[src/rtl/ip_codma_crc_ctrl.sv]
// ---------------------------------------------------------------------------
// ip_codma_crc_ctrl
//
// Purpose:
//   Computes a 32-bit CRC (polynomial 0x04C11DB7, non-reflected, MSB-first,
//   init 0xFFFFFFFF) over 1..8 captured 32-bit words, folding one whole word
//   per clock. A job is started from IDLE, runs one cycle per word in RUN,
//   and publishes the result from DONE.
//
// Configuration macro:
//   CODMA_CRC_FINAL_XOR_EN  defined   -> crc_o = ~crc register (CRC-32/BZIP2)
//                           undefined -> crc_o =  crc register (CRC-32/MPEG-2)
//
// Ports:
//   clk_i        in   rising-edge clock
//   reset_n_i    in   asynchronous active-low reset
//   start_i      in   job request, sampled only in IDLE
//   len_i[3:0]   in   number of words, legal 1..8
//   data_reg_i   in   [7:0][31:0] source words, word 0 processed first
//   abort_i      in   cancels a job while in RUN
//   busy_o       out  high in RUN and DONE
//   crc_o[31:0]  out  last completed CRC, held between jobs
//   crc_valid_o  out  one-cycle pulse when crc_o is updated
//   err_o        out  one-cycle pulse on a start with an illegal length
//   state_dbg_o  out  current FSM state (debug visibility)
//
// Handshake: there is no ready signal. start_i is a level request that is
// accepted on any rising edge where the FSM is in IDLE; while busy_o is high
// start_i is ignored and nothing is queued. len_i and data_reg_i only need to
// be valid on the accepting edge, since they are captured there.
// ---------------------------------------------------------------------------
module ip_codma_crc_ctrl (
    input  logic             clk_i,
    input  logic             reset_n_i,
    input  logic             start_i,
    input  logic [3:0]       len_i,
    input  logic [7:0][31:0] data_reg_i,
    input  logic             abort_i,
    output logic             busy_o,
    output logic [31:0]      crc_o,
    output logic             crc_valid_o,
    output logic             err_o,
    output logic [1:0]       state_dbg_o
);

    localparam logic [31:0] CRC_POLY = 32'h04C1_1DB7;
    localparam logic [31:0] CRC_INIT = 32'hFFFF_FFFF;

    typedef enum logic [1:0] {
        ST_IDLE = 2'd0,
        ST_RUN  = 2'd1,
        ST_DONE = 2'd2
    } state_e;

    state_e           state_q, state_d;
    logic [2:0]       idx_q, idx_d;
    logic [3:0]       len_q, len_d;
    logic [7:0][31:0] data_q, data_d;
    logic [31:0]      crc_reg_q, crc_reg_d;
    logic [31:0]      crc_out_q, crc_out_d;
    logic             crc_valid_q, crc_valid_d;
    logic             err_q, err_d;

    logic             len_legal;
    logic             last_word;
    logic [31:0]      crc_final;

    // Folds 32 data bits into the CRC, MSB first, as 32 unrolled shift steps.
    function automatic logic [31:0] crc_step(input logic [31:0] crc_in,
                                             input logic [31:0] word);
        logic [31:0] c;
        c = crc_in;
        for (int i = 31; i >= 0; i--) begin
            if (c[31] ^ word[i]) begin
                c = {c[30:0], 1'b0} ^ CRC_POLY;
            end else begin
                c = {c[30:0], 1'b0};
            end
        end
        return c;
    endfunction

    assign len_legal = (len_i != 4'd0) && (len_i <= 4'd8);
    // len_q is 1..8 during a job, so len_q-1 fits the 3-bit index range.
    assign last_word = ({1'b0, idx_q} == (len_q - 4'd1));

`ifdef CODMA_CRC_FINAL_XOR_EN
    assign crc_final = ~crc_reg_q;
`else
    assign crc_final = crc_reg_q;
`endif

    always_comb begin
        state_d     = state_q;
        idx_d       = idx_q;
        len_d       = len_q;
        data_d      = data_q;
        crc_reg_d   = crc_reg_q;
        crc_out_d   = crc_out_q;
        crc_valid_d = 1'b0;
        err_d       = 1'b0;

        unique case (state_q)
            ST_IDLE: begin
                if (start_i) begin
                    if (len_legal) begin
                        data_d    = data_reg_i;
                        len_d     = len_i;
                        crc_reg_d = CRC_INIT;
                        idx_d     = 3'd0;
                        state_d   = ST_RUN;
                    end else begin
                        err_d = 1'b1;
                    end
                end
            end
            ST_RUN: begin
                // Abort wins over the last-word transition.
                if (abort_i) begin
                    state_d = ST_IDLE;
                end else begin
                    crc_reg_d = crc_step(crc_reg_q, data_q[idx_q]);
                    if (last_word) begin
                        state_d = ST_DONE;
                    end else begin
                        idx_d = idx_q + 3'd1;
                    end
                end
            end
            ST_DONE: begin
                crc_out_d   = crc_final;
                crc_valid_d = 1'b1;
                state_d     = ST_IDLE;
            end
            default: begin
                state_d = ST_IDLE;
            end
        endcase
    end

    always_ff @(posedge clk_i or negedge reset_n_i) begin
        if (!reset_n_i) begin
            state_q     <= ST_IDLE;
            idx_q       <= 3'd0;
            len_q       <= 4'd0;
            data_q      <= '0;
            crc_reg_q   <= 32'd0;
            crc_out_q   <= 32'd0;
            crc_valid_q <= 1'b0;
            err_q       <= 1'b0;
        end else begin
            state_q     <= state_d;
            idx_q       <= idx_d;
            len_q       <= len_d;
            data_q      <= data_d;
            crc_reg_q   <= crc_reg_d;
            crc_out_q   <= crc_out_d;
            crc_valid_q <= crc_valid_d;
            err_q       <= err_d;
        end
    end

    assign busy_o      = (state_q != ST_IDLE);
    assign crc_o       = crc_out_q;
    assign crc_valid_o = crc_valid_q;
    assign err_o       = err_q;
    assign state_dbg_o = state_q;

endmodule
[config.mk]
export PLATFORM = sky130hd
export DESIGN_NAME = ip_codma_crc_ctrl
export DESIGN_NICKNAME = d
export VERILOG_FILES = /design/src/rtl/ip_codma_crc_ctrl.sv
export SDC_FILE = /design/constraint.sdc
export NUM_CORES = 1
export LEC_CHECK = 0
export CAP_MARGIN = 20
export CORE_ASPECT_RATIO = 1.4
export CORE_UTILIZATION = 55
export DETAILED_ROUTE_END_ITERATION = 10
export HOLD_SLACK_MARGIN = 0.12
export PLACE_DENSITY = 0.8
export SETUP_SLACK_MARGIN = 0.1
export SLEW_MARGIN = 20
export SYNTH_ARGS = -nofsm -noshare
export SYNTH_HDL_FRONTEND = slang
export SYNTH_SLANG_ARGS = --single-unit
export TNS_END_PERCENT = 5
[constraint.sdc]
create_clock -name clk_i -period 8.5 [get_ports clk_i]
set_input_delay 1.7 -clock clk_i [delete_from_list [all_inputs] [get_ports clk_i]]
set_output_delay 1.7 -clock clk_i [all_outputs]
set_load 0.05 [all_outputs]
==> flow_metrics.env <==
export IMPL_status="completed"
export IMPL_start_util=0.558
export IMPL_synth_edf_count=0
export IMPL_fp_row_count=77
export IMPL_crit_path_frequent_cell="xnor2_1"
export IMPL_cts_tree="built"
export IMPL_min_period_ns=5.89
export IMPL_max_stage_delay_ns=0.77
export IMPL_tns_ns=0
export IMPL_fin_skew_ns=0.0116
export IMPL_clk_pin_slew_ns=0.07
export IMPL_core_sq_um=31500
export IMPL_drive_gt1_frac=0.109
export IMPL_hold_buffers=0
export IMPL_wl_mm=48.7
export IMPL_grt_pass1_vias=13500
export IMPL_via_per_inst=5.41
export IMPL_utilization=0.693
export IMPL_grt_max_degree=203
export IMPL_synth_area_leaders="dfrtp_1 47%, nand2_1 17%, xnor2_1 7.6%, mux2_2 3.8%, mux4_2 3.8%"
export IMPL_area_delta_synth_final_pct=24.2
export IMPL_setup_slack_ns=2.61
export IMPL_synth_ff_type="dfrtp_1"
export IMPL_postCtsSetupBuffers=0
export IMPL_wl_per_cell_microns=20.0
export IMPL_route_detailed_drc=0
export IMPL_path_depth=14
export IMPL_die_y_microns=214
export IMPL_whs_path_depth=2
export IMPL_synthArstFlopShare=1.00
export IMPL_htreeDepth=1
export IMPL_hold_viol=0
export IMPL_maxCapViolations=0
export IMPL_cp_cell_sequence="buf_4 > mux2_1 > o22ai_1 > a221oi_2 > xnor2_1 > xnor2_1 > xnor2_2 > xnor3_1 > xnor2_2 > xnor3_2 > xnor2_4 > xor2_2 > xnor2_1 > a21oi_1"
export IMPL_post_route_period_util=0.693
export IMPL_slew_viol_final=0
export IMPL_synth_top_cell_area_share=0.471
export IMPL_syn_nets=2027
export IMPL_clk_latency_ns=0.58
export IMPL_synth_distinct_cells=53
export IMPL_max_freq_mhz=170
export IMPL_overflow=0
export IMPL_yosysSeqAreaShare=0.471
export IMPL_first_iter_violations=934
export IMPL_crit_path_max_fanout=48
export IMPL_antenna_left=0
export IMPL_crit_path_start_kind="register"
export IMPL_io_pins=301
export IMPL_arrival_ns=6.35
export IMPL_yosys_top_cells_count="781 x nand2_1, 331 x dfrtp_1, 152 x xnor2_1, 71 x clkbuf_1, 60 x mux2_2"
export IMPL_grtUsageTotal=0.302
export IMPL_gp_congestion=0.945
export IMPL_dieWidth_microns=153
export IMPL_synth_warnings=0
export IMPL_drtPass1Iterations=5
export IMPL_endpoint_kind="register"
export IMPL_crit_buf_inv=1
export IMPL_root_buffer="clkbuf_16"
export IMPL_post_cts_resized=0
export IMPL_synth_most_common_cell="nand2_1"
export IMPL_required_ns=8.96
export IMPL_worstMarginPinSlew_ns=0.998
export IMPL_port_buffer_count=300
export IMPL_ys_ff_latch=331
export IMPL_slew_headroom=0.329
export IMPL_syn_inst=1761
export IMPL_synth_area_leader_cell="dfrtp_1"
export IMPL_grt_pass1_wl_mm=74.8
export IMPL_hold_class="reg2reg"
export IMPL_syn_area_sq_um=17600
export IMPL_cts_buffer_depth=3
export IMPL_hpwl_mm=36.6
export IMPL_critPathTopFamily="XOR/XNOR gates"
export IMPL_crit_slowest_cell="dfrtp_4"
export IMPL_antenna_found_initial=4
export IMPL_critical_path_class="reg2reg"
export IMPL_synth_area_per_cell_sq_um=9.98
export IMPL_cts_buffers_inserted=31
export IMPL_rr_worst_depth=14
export IMPL_fp_dieArea_sq_um=32700
export IMPL_post_place_ws_ns=2.58
export IMPL_grt_setup_unrepaired="false"
export IMPL_cts_sinks=331
export IMPL_finalSetupViolCount=0
export IMPL_final_nets=2278
export IMPL_vias=13200
[cells in the final DEF (no fill, tap or decap), types with 4 or more instances in the layout]
| cell type | instances |
|---|---|
| clkbuf_8 | 9 |
| xnor2_1 | 152 |
| clkbuf_1 | 4 |
| xnor2_4 | 7 |
| mux4_2 | 30 |
| o21ai_0 | 5 |
| o22ai_1 | 15 |
| a221oi_2 | 8 |
| nor2_1 | 34 |
| clkbuf_16 | 31 |
| xor2_2 | 6 |
| inv_1 | 7 |
| mux2_2 | 60 |
| a31oi_1 | 5 |
| dfrtp_1 | 329 |
| a221oi_1 | 6 |
| xor2_1 | 43 |
| xnor3_2 | 4 |
| nand2_1 | 779 |
| mux2i_1 | 52 |
| buf_4 | 7 |
| diode_2 | 4 |
| nor3_1 | 5 |
| a21oi_1 | 29 |
| xnor3_1 | 17 |
| xnor2_2 | 29 |
| clkinv_2 | 7 |
| clkdlybuf4s50_1 | 299 |
[final timing paths]
path	start	end	slack, ns
max	idx_q[0]	crc_final[11]	2.61
min	data_q[204]	data_q[204]	0.47
max reg2reg	idx_q[0]	crc_final[11]	2.61
min reg2reg	data_q[204]	data_q[204]	0.47
max in group asynchronous	reset_n_i	idx_q[0]	5.77
min in group asynchronous	reset_n_i	err_o	1.15
[worst reg2reg max path: stages (launching register included)]
cell	delay [ns]
dfrtp_4	0.77
buf_4	0.71
mux2_1	0.42
o22ai_1	0.19
a221oi_2	0.10
xnor2_1	0.51
xnor2_1	0.25
xnor2_2	0.35
xnor3_1	0.50
xnor2_2	0.48
xnor3_2	0.73
xnor2_4	0.29
xor2_2	0.25
xnor2_1	0.15
a21oi_1	0.08
[final cells by class]
cell class | count | area [sq um]
clock inverters | 14 | 136
flip-flops and latches | 331 | 8290
diodes | 4 | 10.0
repair buffers | 311 | 3120
multi-input cells | 1330 | 8820
well taps | 395 | 494
fillers | 2361 | 9690
inverters | 7 | 26.3
clock buffers | 44 | 915
[through the flow]
step	hold slack [ns]	instances	instance area [sq um]
floorplan	0.438	1761	17600
global placement	0.452	2373	20700
detailed placement	0.456	2374	20700
CTS	0.473	2432	21800
global route	0.497	2436	21800
finish	0.471	2436	21800
[state kept, by name (all words and copies together), names as in the netlist]
register / count
err_o: 1
len_q: 4
crc_o: 32
state_dbg_o: 2
idx_q: 3
crc_valid_o: 1
crc_final: 32
data_q: 256
[cell families after synthesis]
group | share of synthesized area
multiplexers | 0.109
buffers and inverters | 0.0275
AO/OA/AOI/OAI | 0.0326
XOR/XNOR | 0.176
adder cells (fa/ha/maj) | 0.00142
flip-flops | 0.471
AND/OR/NAND/NOR | 0.182
[per-layer routing]
metal  track usage  vias up  share of wire
met4         0.126        0          0.038
met5             0        -              0
met2         0.527      442           0.51
met1         0.388     6489           0.40
li1              -     6150              -
met3        0.0305       86          0.047
Power is not shown: default switching activity piles up to over one toggle a cycle in this logic, so the estimate is an artifact.
